File: config.mk
export PLATFORM = sky130hd
export DESIGN_NAME = results_writer
export DESIGN_NICKNAME = d
export VERILOG_FILES = /design/src/rtl/results_layout_pkg.sv /design/src/rtl/results_addr_gen.sv /design/src/rtl/results_writer.sv
export SDC_FILE = /design/constraint.sdc
export NUM_CORES = 1
export LEC_CHECK = 0
export ABC_AREA = 1
export CORE_ASPECT_RATIO = 1.2
export CORE_MARGIN = 3
export CORE_UTILIZATION = 56
export DETAILED_ROUTE_END_ITERATION = 10
export PLACE_DENSITY_LB_ADDON = 0.05
export SYNTH_ARGS = -nofsm -noshare
export SYNTH_HDL_FRONTEND = slang
export SYNTH_SLANG_ARGS = --single-unit
File: constraint.sdc
create_clock -name CLK -period 2.8 [get_ports CLK]
set_input_delay 0.42 -clock CLK [delete_from_list [all_inputs] [get_ports CLK]]
set_output_delay 0.42 -clock CLK [all_outputs]
set_load 0.05 [all_outputs]
File: src/rtl/results_layout_pkg.sv
// Results RAM layout and FSM encoding.
// Both the results writer and the results sender use this package.
package results_layout_pkg;

  localparam int unsigned NUMBER_OF_T_ADDRESS   = 1;
  localparam int unsigned NUMBER_OF_X_ADDRESS   = 2;
  localparam int unsigned STARTING_OF_T_ADDRESS = 3;
  localparam int unsigned STARTING_OF_X_ADDRESS = 10;
  localparam int unsigned MAX_T                 = 7;

  typedef enum logic [2:0] {
    IDLE,
    COLLECT,
    HDR_T,
    HDR_X,
    SEND,
    ERR
  } rw_state_e;

endpackage

File: src/rtl/results_addr_gen.sv
// T/X write pointers, X index, T count and overflow flags.
// The X pointer runs as a counter, so no multiplier is needed.
module results_addr_gen
  import results_layout_pkg::*;
#(
  parameter int ADDRESS_WIDTH = 13,
  parameter int DATA_WIDTH    = 64
) (
  input  logic                     clk,
  input  logic                     rst_n,
  input  logic                     init,
  input  logic                     acc_t,
  input  logic                     acc_x,
  input  logic [DATA_WIDTH-1:0]    num_x,
  output logic [ADDRESS_WIDTH-1:0] t_addr,
  output logic [ADDRESS_WIDTH-1:0] x_addr,
  output logic [2:0]               num_t,
  output logic                     expect_t,
  output logic                     t_full,
  output logic                     x_ovf
);

  logic [ADDRESS_WIDTH-1:0] t_ptr_q, t_ptr_d;
  logic [ADDRESS_WIDTH:0]   x_ptr_q, x_ptr_d;
  logic [DATA_WIDTH-1:0]    x_idx_q, x_idx_d;
  logic [2:0]               num_t_q, num_t_d;
  logic                     exp_t_q, exp_t_d;

  always_comb begin
    t_ptr_d = t_ptr_q;
    x_ptr_d = x_ptr_q;
    x_idx_d = x_idx_q;
    num_t_d = num_t_q;
    exp_t_d = exp_t_q;
    if (init) begin
      t_ptr_d = ADDRESS_WIDTH'(STARTING_OF_T_ADDRESS);
      x_ptr_d = (ADDRESS_WIDTH+1)'(STARTING_OF_X_ADDRESS);
      x_idx_d = '0;
      num_t_d = '0;
      exp_t_d = 1'b1;
    end else if (acc_t) begin
      t_ptr_d = t_ptr_q + 1'b1;
      num_t_d = num_t_q + 1'b1;
      x_idx_d = '0;
      exp_t_d = 1'b0;
    end else if (acc_x) begin
      x_ptr_d = x_ptr_q + 1'b1;
      if (x_idx_q == num_x - DATA_WIDTH'(1)) begin
        x_idx_d = '0;
        exp_t_d = 1'b1;
      end else begin
        x_idx_d = x_idx_q + 1'b1;
      end
    end
  end

  always_ff @(posedge clk or negedge rst_n) begin
    if (!rst_n) begin
      t_ptr_q <= '0;
      x_ptr_q <= '0;
      x_idx_q <= '0;
      num_t_q <= '0;
      exp_t_q <= 1'b0;
    end else begin
      t_ptr_q <= t_ptr_d;
      x_ptr_q <= x_ptr_d;
      x_idx_q <= x_idx_d;
      num_t_q <= num_t_d;
      exp_t_q <= exp_t_d;
    end
  end

  assign t_addr   = t_ptr_q;
  assign x_addr   = x_ptr_q[ADDRESS_WIDTH-1:0];
  assign num_t    = num_t_q;
  assign expect_t = exp_t_q;
  assign t_full   = (num_t_q == 3'(MAX_T));
  // Bit ADDRESS_WIDTH is set once the pointer has run past the last RAM word.
  assign x_ovf    = x_ptr_q[ADDRESS_WIDTH];

endmodule

File: src/rtl/results_writer.sv
// Collects T/X solver samples into RAM, then writes the header words
// and hands off to the results sender.
module results_writer
  import results_layout_pkg::*;
#(
  parameter int ADDRESS_WIDTH = 13,
  parameter int DATA_WIDTH    = 64
) (
  input  logic                     CLK,
  input  logic                     RST_N,
  input  logic                     Start,
  input  logic [DATA_WIDTH-1:0]    Num_X,
  input  logic                     Sample_Valid,
  output logic                     Sample_Ready,
  input  logic                     Sample_Is_T,
  input  logic [DATA_WIDTH-1:0]    Sample_Data,
  input  logic                     Finish,
  output logic [ADDRESS_WIDTH-1:0] RAM_Address,
  output logic [DATA_WIDTH-1:0]    RAM_Data,
  output logic                     RAM_Write_Enable,
  output logic                     Sending_Enable,
  input  logic                     Done_Sending,
  output logic                     Busy,
  output logic                     Error
);

  rw_state_e state_q, state_d;
  logic [DATA_WIDTH-1:0]    num_x_q, num_x_d;
  logic [ADDRESS_WIDTH-1:0] addr_q, addr_d;
  logic [DATA_WIDTH-1:0]    data_q, data_d;
  logic                     we_q, we_d;
  logic                     send_q, busy_q, err_q;

  logic [ADDRESS_WIDTH-1:0] t_addr, x_addr;
  logic [2:0]               num_t;
  logic                     expect_t, t_full, x_ovf;
  logic                     init, fire, acc_t, acc_x;

  assign Sample_Ready = (state_q == COLLECT) && !Finish;
  assign fire  = Sample_Valid && Sample_Ready;
  assign acc_t = fire && expect_t && Sample_Is_T && !t_full;
  assign acc_x = fire && !expect_t && !Sample_Is_T && !x_ovf;

  results_addr_gen #(
    .ADDRESS_WIDTH(ADDRESS_WIDTH),
    .DATA_WIDTH   (DATA_WIDTH)
  ) u_addr_gen (
    .clk     (CLK),
    .rst_n   (RST_N),
    .init    (init),
    .acc_t   (acc_t),
    .acc_x   (acc_x),
    .num_x   (num_x_q),
    .t_addr  (t_addr),
    .x_addr  (x_addr),
    .num_t   (num_t),
    .expect_t(expect_t),
    .t_full  (t_full),
    .x_ovf   (x_ovf)
  );

  always_comb begin
    state_d = state_q;
    num_x_d = num_x_q;
    addr_d  = addr_q;
    data_d  = data_q;
    we_d    = 1'b0;
    init    = 1'b0;
    unique case (state_q)
      IDLE, ERR: begin
        if (Start) begin
          if (Num_X == '0) begin
            state_d = ERR;
          end else begin
            state_d = COLLECT;
            num_x_d = Num_X;
            init    = 1'b1;
          end
        end
      end
      COLLECT: begin
        if (Finish) begin
          state_d = (expect_t && num_t != 3'd0) ? HDR_T : ERR;
        end else if (acc_t) begin
          we_d   = 1'b1;
          addr_d = t_addr;
          data_d = Sample_Data;
        end else if (acc_x) begin
          we_d   = 1'b1;
          addr_d = x_addr;
          data_d = Sample_Data;
        end else if (fire) begin
          state_d = ERR;
        end
      end
      HDR_T: begin
        we_d    = 1'b1;
        addr_d  = ADDRESS_WIDTH'(NUMBER_OF_T_ADDRESS);
        data_d  = DATA_WIDTH'(num_t);
        state_d = HDR_X;
      end
      HDR_X: begin
        we_d    = 1'b1;
        addr_d  = ADDRESS_WIDTH'(NUMBER_OF_X_ADDRESS);
        data_d  = num_x_q;
        state_d = SEND;
      end
      SEND: begin
        if (Done_Sending) state_d = IDLE;
      end
      default: state_d = IDLE;
    endcase
  end

  always_ff @(posedge CLK or negedge RST_N) begin
    if (!RST_N) begin
      state_q <= IDLE;
      num_x_q <= '0;
      addr_q  <= '0;
      data_q  <= '0;
      we_q    <= 1'b0;
      send_q  <= 1'b0;
      busy_q  <= 1'b0;
      err_q   <= 1'b0;
    end else begin
      state_q <= state_d;
      num_x_q <= num_x_d;
      addr_q  <= addr_d;
      data_q  <= data_d;
      we_q    <= we_d;
      send_q  <= (state_d == SEND);
      busy_q  <= (state_d != IDLE) && (state_d != ERR);
      err_q   <= (state_d == ERR);
    end
  end

  assign RAM_Address      = addr_q;
  assign RAM_Data         = data_q;
  assign RAM_Write_Enable = we_q;
  assign Sending_Enable   = send_q;
  assign Busy             = busy_q;
  assign Error            = err_q;

endmodule

After elaboration in Yosys (flattened, before gate mapping)

Cells that the tools add are included.

Multiplexer cells: 39
Reduce and logical (&&, ||, !) cells: 30
Add/subtract/negate cells: 5
Bitwise gates (word level): 1
Eq/ne operators: 13

Operators by type and width:

| operator                                            | count |
|---|---|
| two-way mux 64 bit                                  | 7 |
| one-hot mux 64 bit (3 select lines)                 | 1 |
| two-way mux 13 bit                                  | 5 |
| adder 64 x 1 -> 64 bit (second input constant)      | 1 |
| == test 64 bit                                      | 1 |
| logical NOT 64 bit                                  | 1 |
| subtractor 64 x 1 -> 64 bit (second input constant) | 1 |
| two-way mux 14 bit                                  | 3 |
| one-hot mux 13 bit (3 select lines)                 | 1 |
| two-way mux 3 bit                                   | 10 |
| == test 3 bit (second input constant)               | 5 |
| one-hot mux 3 bit (5 select lines)                  | 1 |
| nonzero test 3 bit                                  | 5 |
| adder 14 x 1 -> 14 bit (second input constant)      | 1 |
| adder 13 x 1 -> 13 bit (second input constant)      | 1 |
| logical AND 1 bit                                   | 10 |
| two-way mux 1 bit                                   | 10 |
| == test 3 x 2 -> 1 bit (second input constant)      | 2 |
| != test 3 bit (second input constant)               | 2 |
| AND reduction 3 bit                                 | 2 |
| logical NOT 1 bit                                   | 5 |
| != test 2 bit (second input constant)               | 2 |
| AND reduction 2 bit                                 | 2 |
| nonzero test 2 bit                                  | 2 |
| other kinds (6)                                     | 7 |

Register bits: 243
Output and inout port bits: 82
Bits of input ports: 135

Longest topological paths before layout

Gate-level depths: netlist (run 1).

Depth after elaboration: 12
Gate-level depth with buffers: 20
Depth with buffers taken out: 20

Hierarchy

From an unflattened synthesis (run 1), not the netlist that was laid out.

Cell total of the unflattened synthesis: 2503
Area total of the unflattened synthesis: 16245.6 sq um

Modules (own cells, without submodules):

| module           | cells an instance | seq. area each (sq um) | instances | area each (sq um) |
|---|---|---|---|---|
| results_addr_gen | 1533              | 2377.3                 | 1         | 9237.6 |
| results_writer   | 970               | 3703.6                 | 1         | 7008.0 |

Least setup slack after synthesis (run 1)

Ideal clock, no wire load.

Path type: flip-flop to flip-flop
Start: register num_x_q[0]
End: register u_addr_gen.x_idx_q[45]
Data required time: 2.664 ns
Data arrival time: 2.300 ns
Stages on the path, launching flop included: 18
Setup time: 0.136 ns
Slack: 0.364 ns
Period minus slack after synthesis: 2.436 ns
Path buffers: 2
Cell sequence: dfrtp_1 > inv_1 > ha_1 > nand2_1 > nor2_4 > nand2_2 > nor2_2 > nand2_1 > xor2_1 > nand3_1 > nor2_1 > nand2_1 > nor2_1 > nand2_1 > nand2_2 > buf_6 > buf_8 > a21oi_2

Longest elaborated chain between the ends: 6

RTL lines:

| item                        | RTL line               | RTL |
|---|---|---|
| start: declaration          | results_writer.sv:28   | `logic [DATA_WIDTH-1:0] num_x_q, num_x_d;` |
| start signal: assignment    | results_writer.sv:127  | `num_x_q <= num_x_d;` |
| subtractor 64 x 1 -> 64 bit | results_addr_gen.sv:48 | `if (x_idx_q == num_x - DATA_WIDTH'(1)) begin` |
| == test 64 bit              | results_addr_gen.sv:48 |  |
| two-way mux 64 bit          | results_addr_gen.sv:48 |  |
| two-way mux 64 bit          | results_addr_gen.sv:46 | `end else if (acc_x) begin` |
| two-way mux 64 bit          | results_addr_gen.sv:41 | `end else if (acc_t) begin` |
| two-way mux 64 bit          | results_addr_gen.sv:35 | `if (init) begin` |
| end signal: assignment      | results_addr_gen.sv:67 | `x_idx_q <= x_idx_d;` |
| end: declaration            | results_addr_gen.sv:25 | `logic [DATA_WIDTH-1:0] x_idx_q, x_idx_d;` |

No other way between the ends. The select of a mux whose other input is x is not followed.
A chain may end at the register's enable or synchronous reset.

Final worst setup path (run 1)

Start: register num_x_q[2]
End: register u_addr_gen.x_idx_q[22]

The elaborated chain is that of the path after synthesis.

==> results of run 1 <==
==> timing repair <==
action	in CTS	in global routing
setup buffers	0	3
hold buffers	1	0
endpoints found under the setup margin	6	65
hold endpoints to repair	58	0
pin swaps	1	12
cloned	0	8
resized for setup	3	52
==> kinds of logic (layout without fill, tap and decap cells) <==
group / after synthesis / count (layout) / synth area share
compound gates: 331 / 331 / 0.123
xor+xnor: 132 / 132 / 0.0795
fa+ha+maj: 7 / 7 / 0.00588
buf+inv: 322 / 626 / 0.0844
flops: 243 / 243 / 0.408
other cells: 0 / 1 / 0
simple gates: 1054 / 1055 / 0.299
==> power breakdown <==
group | internal, mW | switching, mW
registers | 4.66 | 1.39
logic | 3.58 | 6.33
clock network | 2.34 | 1.51
total | 10.6 | 9.23
==> cell usage after synthesis, types with 6 or more instances <==
| cell | count | area, sq um |
|---|---|---|
| nand2_1 | 501 | 1880 |
| nor2_1 | 322 | 1210 |
| inv_1 | 245 | 920 |
| dfrtp_1 | 243 | 6080 |
| o21ai_0 | 166 | 831 |
| xor2_1 | 97 | 850 |
| nand3_1 | 78 | 390 |
| a31oi_1 | 66 | 413 |
| a21oi_1 | 65 | 325 |
| clkbuf_1 | 55 | 206 |
| nand4_1 | 51 | 319 |
| nor3_1 | 39 | 195 |
| xnor2_1 | 33 | 289 |
| buf_2 | 15 | 75.1 |
| nor2_2 | 12 | 75.1 |
| a21oi_2 | 10 | 87.6 |
| nand3b_1 | 10 | 75.1 |
| nor2_4 | 9 | 101 |
| and2_1 | 7 | 43.8 |
| ha_1 | 7 | 87.6 |
| nand2_2 | 7 | 43.8 |
| nor4_1 | 6 | 37.5 |
==> cells in the final DEF (no fill, tap or decap), types with 3 or more instances in the layout <==
master / instances
nand2_1: 492
nor2_1: 295
inv_1: 244
dfrtp_1: 238
clkdlybuf4s50_1: 214
o21ai_0: 166
buf_4: 99
xor2_1: 97
nand3_1: 74
a31oi_1: 66
a21oi_1: 65
nand4_1: 51
nor3_1: 36
nor2_2: 35
xnor2_1: 33
clkbuf_16: 31
nor2_4: 13
nand2_2: 12
nand3b_1: 10
a21oi_2: 10
buf_12: 10
and2_1: 7
nor4_1: 6
ha_1: 6
and3_1: 5
clkinv_2: 5
nand2_4: 5
bufinv_16: 5
dfrtp_2: 5
nand3_2: 4
o22ai_1: 4
clkbuf_8: 4
clkbuf_1: 4
nor3_2: 3
a22oi_1: 3
nor3b_1: 3
o31ai_1: 3
clkinvlp_4: 3
buf_6: 3
==> worst min-delay path by stage <==
stage	from	endpoint	slack, ns
detailed placement	RST_N	RAM_Data[44]	0.40
global placement	RST_N	RAM_Data[63]	0.40
CTS	RST_N	RAM_Data[41]	0.42
finish	RST_N	RAM_Data[44]	0.41
floorplan	RST_N	Busy	0.12
global route	RST_N	RAM_Data[44]	0.44
==> sequential cells by signal, indices dropped and copies added, names as in the netlist, 3 cells and up <==
signal and flops:
u_addr_gen.num_t 3, RAM_Data 64, num_x_q 64, u_addr_gen.x_idx_q 64, u_addr_gen.t_addr 13, state_q 3
u_addr_gen.x_ptr_q 14, RAM_Address 13
==> layer usage <==
layer,vias up,routed length [um],GRT usage
met5,-,0,0
met3,188,3340,0.0409
met2,737,25600,0.618
met1,7289,19300,0.415
met4,0,2870,0.164
li1,7289,-,-
==> final cells by class <==
type | count | area (sq um) | area share
inverters | 246 | 925 | 0.0477
repair buffers | 332 | 3240 | 0.167
flip-flops and latches | 243 | 6090 | 0.314
diodes | 1 | 2.50 | 0.000129
well taps | 330 | 413 | 0.0213
clock buffers | 35 | 746 | 0.0384
clock inverters | 13 | 213 | 0.0110
multi-input cells | 1525 | 7770 | 0.401
==> worst max-delay path: cells and delay by family, from the launching register on <==
kind             cells  cell delay, ns
and+or+nand+nor     17            2.20
DFF                  1            0.43
==> impl_metrics.yaml, run 1 <==
synth:
  syn-num-nets: 2231
  synthFlopType: "dfrtp_1"
  ys_ff_latch: 243
  ys_types: 48
  ys_async_sr_fraction: 1.00
  yosysSeqAreaShare: 0.408
  synth_edf_count: 0
  netlist_instances: 2089
  yosys_warnings: 0
  syn-cell-area_sq_um: 14900
  avgSynthCellArea_sq_um: 7.14
hold_path:
  min_path_type: "input port to asynchronous set/reset pin"
timing:
  finalCritPeriodShare: 0.984
  relSlewSlack: 0.487
  fmax_mhz: 363
  worst_pin_slew_ns: 0.763
  maxSlewViolCount: 0
  fin_crit_ns: 2.75
  hold_viol: 0
  clock_skew_ns: 0.0116
  setup_ws_ns: 0.0452
  finalSetupTns_ns: 0
  holdWs_ns: 0.405
  setup_viol_count_final: 0
cts:
  cts_max_level: 1
  cts_tree: "done"
  cts.clk_slew.worst_paths_ns: 0.06
  clock-sinks: 243
  cts_buffer_depth: 3
  cts_buffers: 27
  insertion_delay_ns: 0.56
  cts-root-buf: "clkbuf_16"
finish:
  syn2layout_area_growth_pct: 30.2
  fin_cells: 2725
  fillers: 2052
  fin_util: 0.750
  nets: 2517
  drive_gt1_frac: 0.106
  final_area_sq_um: 19400
critical_path:
  crit_type: "register to register"
  cp-endpoint: "u_addr_gen.x_idx_q[22]"
  r2r_end: "u_addr_gen.x_idx_q[22]"
  crit_fanout: 8
  crit_slowest_cell: "dfrtp_1"
  r2r_start: "num_x_q[2]"
  crit_path_start_kind: "register"
  timing.critical_path.required_ns: 3.24
  setup.worst_path.start: "num_x_q[2]"
  cp.arrival_ns: 3.20
  end_kind: "register"
  reg2reg_slack_ns: 0.05
  cpMostUsedCell: "nand2_1"
  cp_slowest_stage_delay_ns: 0.43
  reg2regPathDepth: 17
  cp_cell_sequence: "nor2_1, nand2_1, nor2_4, nand3_1, nand2_1, nand2_1, nand2_1, nand2_1, nor2_1, nand2_1, nor2_2, nand3_1, nor2_2, nand2_4, nand2_8, nand2_4, and2_1"
route:
  dr.pass1.iters: 8
  drt_iter0_drc: 1217
  wl_um: 51200
  drc: 0
  routed_via_density: 5.69
  ant_nets: 0
  vias: 15503
  avgRoutedWirePerCell_um: 18.8
placement:
  gp_congestion: 1.02
  placed_area_sq_um: 18100
  dpl.hpwl_um: 37900
  place_ws_ns: -0.0357
  dp.cells: 2664
  portBuffers: 216
die:
  core_area_sq_um: 25900
  die_y_um: 185
  initial_core_util: 0.576
  fp.dieW_um: 155
  rows: 64
  ioPinCount: 217
  dieArea_sq_um: 28600
pwr:
  ir_worst_vdd_v: 0.000794
  leakage_nw: 8.75
  powerDensity_nw_per_um2: 1020
  power_mw: 19.8
outcome:
  outcome: "finished, final reports clean"
grt:
  track_usage: 0.346
  grt_first_pass_wirelength_um: 79000
  grt_antenna_before_repair: 1
  grt_max_degree: 106
  overflow: 0
  grt_pass1_vias: 15221
job:
  drv_cap: 0
(Power assumes the default switching activity.)
==> inputs of run 2 (changes only) <==
--- a/config.mk
+++ b/config.mk
@@ -11,6 +11,7 @@
 export CORE_UTILIZATION = 56
 export DETAILED_ROUTE_END_ITERATION = 10
 export PLACE_DENSITY_LB_ADDON = 0.05
+export REMOVE_ABC_BUFFERS = 1
 export SYNTH_ARGS = -nofsm -noshare
 export SYNTH_HDL_FRONTEND = slang
 export SYNTH_SLANG_ARGS = --single-unit
==> impl_metrics.yaml, run 2 (synthesis gave the netlist of run 1 again) <==
outcome:
  outcome: "finished, final reports clean"
finish:
  insertedDiodeCount: 0
  final_common_cell: "nand2_1"
  syn2layout_area_growth_pct: 31.4
  final_cell_mix: "nand2_1 (485), nor2_1 (289), inv_1 (240)"
  nets: 2537
  fillers: 1958
  drive_gt1_frac: 0.121
route:
  routed_via_density: 5.53
  avgRoutedWirePerCell_um: 17.1
  dr.pass1.iters: 5
  drt_iter0_drc: 1241
  wl_um: 46900
  ant_nets: 0
  drc: 0
  vias: 15182
die:
  die_y_um: 185
  initial_core_util: 0.576
  rows: 64
  dieArea_sq_um: 28600
  core_area_sq_um: 25900
  fp.dieW_um: 155
  ioPinCount: 217
critical_path:
  cp.arrival_ns: 3.10
  r2r_end: "u_addr_gen.x_idx_q[33]"
  end_kind: "register"
  r2r_start: "num_x_q[3]"
  timing.critical_path.required_ns: 3.20
  crit_type: "register to register"
  critical_path.top_delay_family: "simple AND/OR/NAND/NOR gates"
  reg2regPathDepth: 14
  crit_buf_inv: 1
  cp_cell_sequence: "nor2_2, nand2_4, nor2_4, nand2_2, nor2_1, xor2_1, nand3_1, nor2_1, nand3_1, nor2_2, nand2_4, nand2_8, clkbuf_16, a21oi_1"
  crit_slowest_cell: "dfrtp_1"
  crit_path_start_kind: "register"
  crit_fanout: 8
  cp.depth: 14
  cp-endpoint: "u_addr_gen.x_idx_q[33]"
  setup.worst_path.start: "num_x_q[3]"
  cp_slowest_stage_delay_ns: 0.44
  reg2reg_slack_ns: 0.1
grt:
  grt_first_pass_wirelength_um: 74600
  grt_antenna_before_repair: 0
  overflow: 0
  grt_pass1_vias: 15082
  grt_max_degree: 72
  track_usage: 0.318
timing:
  relSlewSlack: 0.531
  finalCritPeriodShare: 0.965
  maxSlewViolCount: 0
  finalSetupTns_ns: 0
  fmax_mhz: 370
  setup_viol_count_final: 0
  worst_pin_slew_ns: 0.698
  hold_viol: 0
  holdWs_ns: 0.401
  clock_skew_ns: 0.0175
  fin_crit_ns: 2.70
placement:
  gp_congestion: 0.995
  portBuffers: 216
  dpl.hpwl_um: 34600
cts:
  cts_tree: "done"
  cts_buffer_depth: 3
  cts.clk_slew.worst_paths_ns: 0.06
  insertion_delay_ns: 0.53
  cts_buffers: 25
  cts-root-buf: "clkbuf_16"
  cts_max_level: 1
  clock-sinks: 243
pwr:
  ir_worst_vdd_v: 0.00101
  leakage_nw: 8.85
  powerDensity_nw_per_um2: 994
job:
  drv_cap: 0
hold_path:
  min_path_type: "input port to asynchronous set/reset pin"
run 2: cell count changes in the layout (fill, tap and decap cells not counted), moves of 3 or more:
cell / delta
nor2_1: -6
nand2_1: -7
clkbuf_16: -3
buf_4: +21
inv_1: -4
nor2_2: -5
nand2_2: +4
inv_2: +4
nor2_4: +11
run 2: final cells by class:
type / instances / area, sq um / share of cell area
well taps: 330 / 413 / 0.0211
clock inverters: 9 / 130 / 0.00664
clock buffers: 36 / 727 / 0.0371
flip-flops and latches: 243 / 6090 / 0.311
inverters: 246 / 926 / 0.0473
repair buffers: 355 / 3430 / 0.175
multi-input cells: 1524 / 7880 / 0.402
run 2: per-stage QoR:
stage               utilization  instances  power (mW)  instance area [sq um]  setup slack (ns)
floorplan                     -       2013        11.5                  14600             -4.84
global placement          0.706       2687        15.1                  18300           0.00895
detailed placement        0.706       2687        15.3                  18300           -0.0376
CTS                       0.740       2733        18.8                  19100            0.0231
global route              0.758       2743        20.7                  19600           -0.0574
finish                    0.758       2743        19.5                  19600            0.0979
run 2: how the worst min path moves through the flow:
stage	endpoint	slack, ns	cells past startpoint
2_1_floorplan	Busy	0.12	0
3_3_place_gp	RAM_Data[24]	0.36	1
3_5_place_dp	RAM_Data[24]	0.38	1
4_1_cts	RAM_Data[24]	0.41	2
5_1_grt	RAM_Data[24]	0.42	2
6_report	RAM_Data[24]	0.40	2
run 2: repair_timing:
| action | in CTS | in global routing |
|---|---|---|
| gates resized for setup | 3 | 95 |
| pin swaps | 1 | 18 |
| setup buffers | 0 | 6 |
| hold endpoints to repair | 50 | 0 |
| endpoints found under the setup margin | 41 | 64 |
| cloned | 0 | 4 |
| hold buffers | 1 | 0 |
run 2: per-layer routing:
layer / vias to the layer above / part of all wire / track usage
li1: 7324 / - / -
met1: 7162 / 0.40 / 0.404
met2: 572 / 0.50 / 0.562
met3: 124 / 0.059 / 0.0333
met4: 0 / 0.037 / 0.116
met5: - / 0 / 0
run 2: worst register-to-register path, stage by stage (launching register included):
cell	delay (ns)
dfrtp_1	0.44
nor2_2	0.20
nand2_4	0.11
nor2_4	0.27
nand2_2	0.15
nor2_1	0.17
xor2_1	0.15
nand3_1	0.10
nor2_1	0.15
nand3_1	0.11
nor2_2	0.19
nand2_4	0.11
nand2_8	0.17
clkbuf_16	0.19
a21oi_1	0.06
run 2: power breakdown:
group	internal, mW	leakage (nW)	switching (mW)	total [mW]
Sequential	4.66	3.07	1.26	5.92
Combinational	3.76	5.36	6.30	10.1
Clock	2.08	0.420	1.42	3.50
==> inputs of run 3 (changes only) <==
--- a/config.mk
+++ b/config.mk
@@ -10,6 +10,7 @@
 export CORE_MARGIN = 3
 export CORE_UTILIZATION = 56
 export DETAILED_ROUTE_END_ITERATION = 10
+export GPL_TIMING_DRIVEN = 0
 export PLACE_DENSITY_LB_ADDON = 0.05
 export REMOVE_ABC_BUFFERS = 1
 export SYNTH_ARGS = -nofsm -noshare
==> impl_metrics.yaml, run 3 (synthesis gave the netlist of run 1 again) <==
outcome:
  outcome: "complete, but fails checks"
  violations: "negative setup slack"
route:
  avgRoutedWirePerCell_um: 18.3
  routed_via_density: 5.71
  vias: 15318
  drt_iter0_drc: 1159
  dr.pass1.iters: 5
  ant_nets: 0
  drc: 0
  wl_um: 49100
pwr:
  swShare: 0.477
  p_clk_frac: 0.180
  pwr-share-comb: 0.513
  p_switching_mw: 9.46
  ir_worst_vdd_v: 0.000888
  internal_power_mw: 10.4
  powerDensity_nw_per_um2: 1010
  leakage_nw: 8.62
  p_seq_frac: 0.307
critical_path:
  critical_path.top_delay_family: "simple AND/OR/NAND/NOR gates"
  cp.depth: 18
  r2r_start: "num_x_q[0]"
  cp_slowest_stage_delay_ns: 0.46
  setup.worst_path.start: "num_x_q[0]"
  crit_type: "register to register"
  reg2regPathDepth: 18
  cpMostUsedCell: "nand2_8"
  crit_fanout: 5
  r2r_end: "u_addr_gen.x_idx_q[32]"
  cp-endpoint: "u_addr_gen.x_idx_q[32]"
  reg2reg_slack_ns: -0.02
  timing.critical_path.required_ns: 3.20
  end_kind: "register"
  crit_slowest_cell: "dfrtp_2"
  cp_cell_sequence: "inv_4, ha_4, nand2_8, nor2_4, buf_6, nand2_8, nor2_4, buf_6, nand3_2, nand2_2, nand4_1, nor2_1, nand2_1, nor2_2, nand2_4, nand2_8, clkbuf_16, a21oi_2"
  crit_path_start_kind: "register"
  cp.arrival_ns: 3.22
  crit_buf_inv: 4
timing:
  relSlewSlack: 0.342
  fin_crit_ns: 2.82
  hold_viol: 0
  fmax_mhz: 355
  setup_ws_ns: -0.0202
  rsz0062_at_grt: "true"
  clock_skew_ns: 0.0132
  worst_pin_slew_ns: 0.982
  finalCritPeriodShare: 1.01
  maxSlewViolCount: 0
  setup_viol_count_final: 5
grt:
  grt_pass1_vias: 14738
  track_usage: 0.320
  grt_first_pass_wirelength_um: 74700
  grt_max_degree: 120
  grt_antenna_before_repair: 1
  overflow: 0
finish:
  drive_gt1_frac: 0.128
  syn2layout_area_growth_pct: 31.8
  nets: 2478
  fin_cells: 2685
  fillers: 1918
  fin_util: 0.759
  insertedDiodeCount: 0
  final_common_cell: "nand2_1"
  final_cell_mix: "nand2_1 (481), nor2_1 (270), inv_1 (237)"
die:
  core_area_sq_um: 25900
  dieArea_sq_um: 28600
  die_y_um: 185
  initial_core_util: 0.576
  ioPinCount: 217
  fp.dieW_um: 155
  rows: 64
placement:
  dp.cells: 2569
  portBuffers: 216
  dpl.hpwl_um: 32200
  gp_congestion: 0.969
  place_ws_ns: -2.76
cts:
  cts_tree: "done"
  cts_max_level: 1
  cts_buffers: 26
  cts.clk_slew.worst_paths_ns: 0.07
  cts-root-buf: "clkbuf_16"
  cts_buffer_depth: 3
  insertion_delay_ns: 0.54
  clock-sinks: 243
job:
  drv_cap: 0
hold_path:
  min_path_type: "input port to asynchronous set/reset pin"
==> run 3: what timing repair did <==
action	CTS	global route
hold endpoints to repair	38	0
pin swaps	12	39
endpoints found under the setup margin	200	110
gates resized for setup	39	176
gates cloned	7	5
setup buffers	15	41
hold buffers	1	0
==> run 3: layout make-up <==
type                            count  area (sq um)  area share
Clock inverter                      8          92.6     0.00471
Multi-Input combinational cell   1533          8310       0.423
Inverter                          246           956      0.0487
Sequential cell                   243          6120       0.311
Timing Repair Buffer              286          2970       0.151
Tap cell                          330           413      0.0210
Clock buffer                       39           781      0.0397
==> run 3: power groups by stage <==
stage,sequential (mW),clock (mW),combinational (mW)
6_report,6.09,3.56,10.2
2_1_floorplan,7.56,0,3.97
3_5_place_dp,6.04,0,8.37
4_1_cts,5.95,3.59,8.97
5_1_grt,6.24,3.73,10.9
3_3_place_gp,5.96,0,7.71
==> run 3: worst min path at each step <==
stage | start | cells after the start | end | slack, ns
global route | RST_N | 2 | RAM_Data[24] | 0.38
global placement | RAM_Address[9] | 2 | RAM_Address[9] | 0.47
finish | RST_N | 2 | RAM_Data[24] | 0.36
detailed placement | RST_N | 1 | RAM_Data[24] | 0.33
CTS | RST_N | 2 | RAM_Data[24] | 0.37
floorplan | RST_N | 0 | Busy | 0.12
==> run 3: stage by stage <==
stage | hold WS, ns | setup TNS [ns] | total power [mW] | instance area, sq um
6_report | 0.362 | -0.0647 | 19.8 | 19600
3_3_place_gp | 0.470 | -3444.27 | 13.7 | 17100
5_1_grt | 0.377 | -5.30 | 20.9 | 19600
3_5_place_dp | 0.330 | -347.84 | 14.4 | 17400
2_1_floorplan | 0.124 | -619.79 | 11.5 | 14600
4_1_cts | 0.367 | 0 | 18.5 | 18600
==> run 3: layer usage <==
metal	GRT usage	wire [um]	vias to the layer above
met3	0.0362	3750	164
met1	0.418	19300	7226
li1	-	-	7226
met4	0.126	2130	2
met5	0	13	-
met2	0.547	23900	700
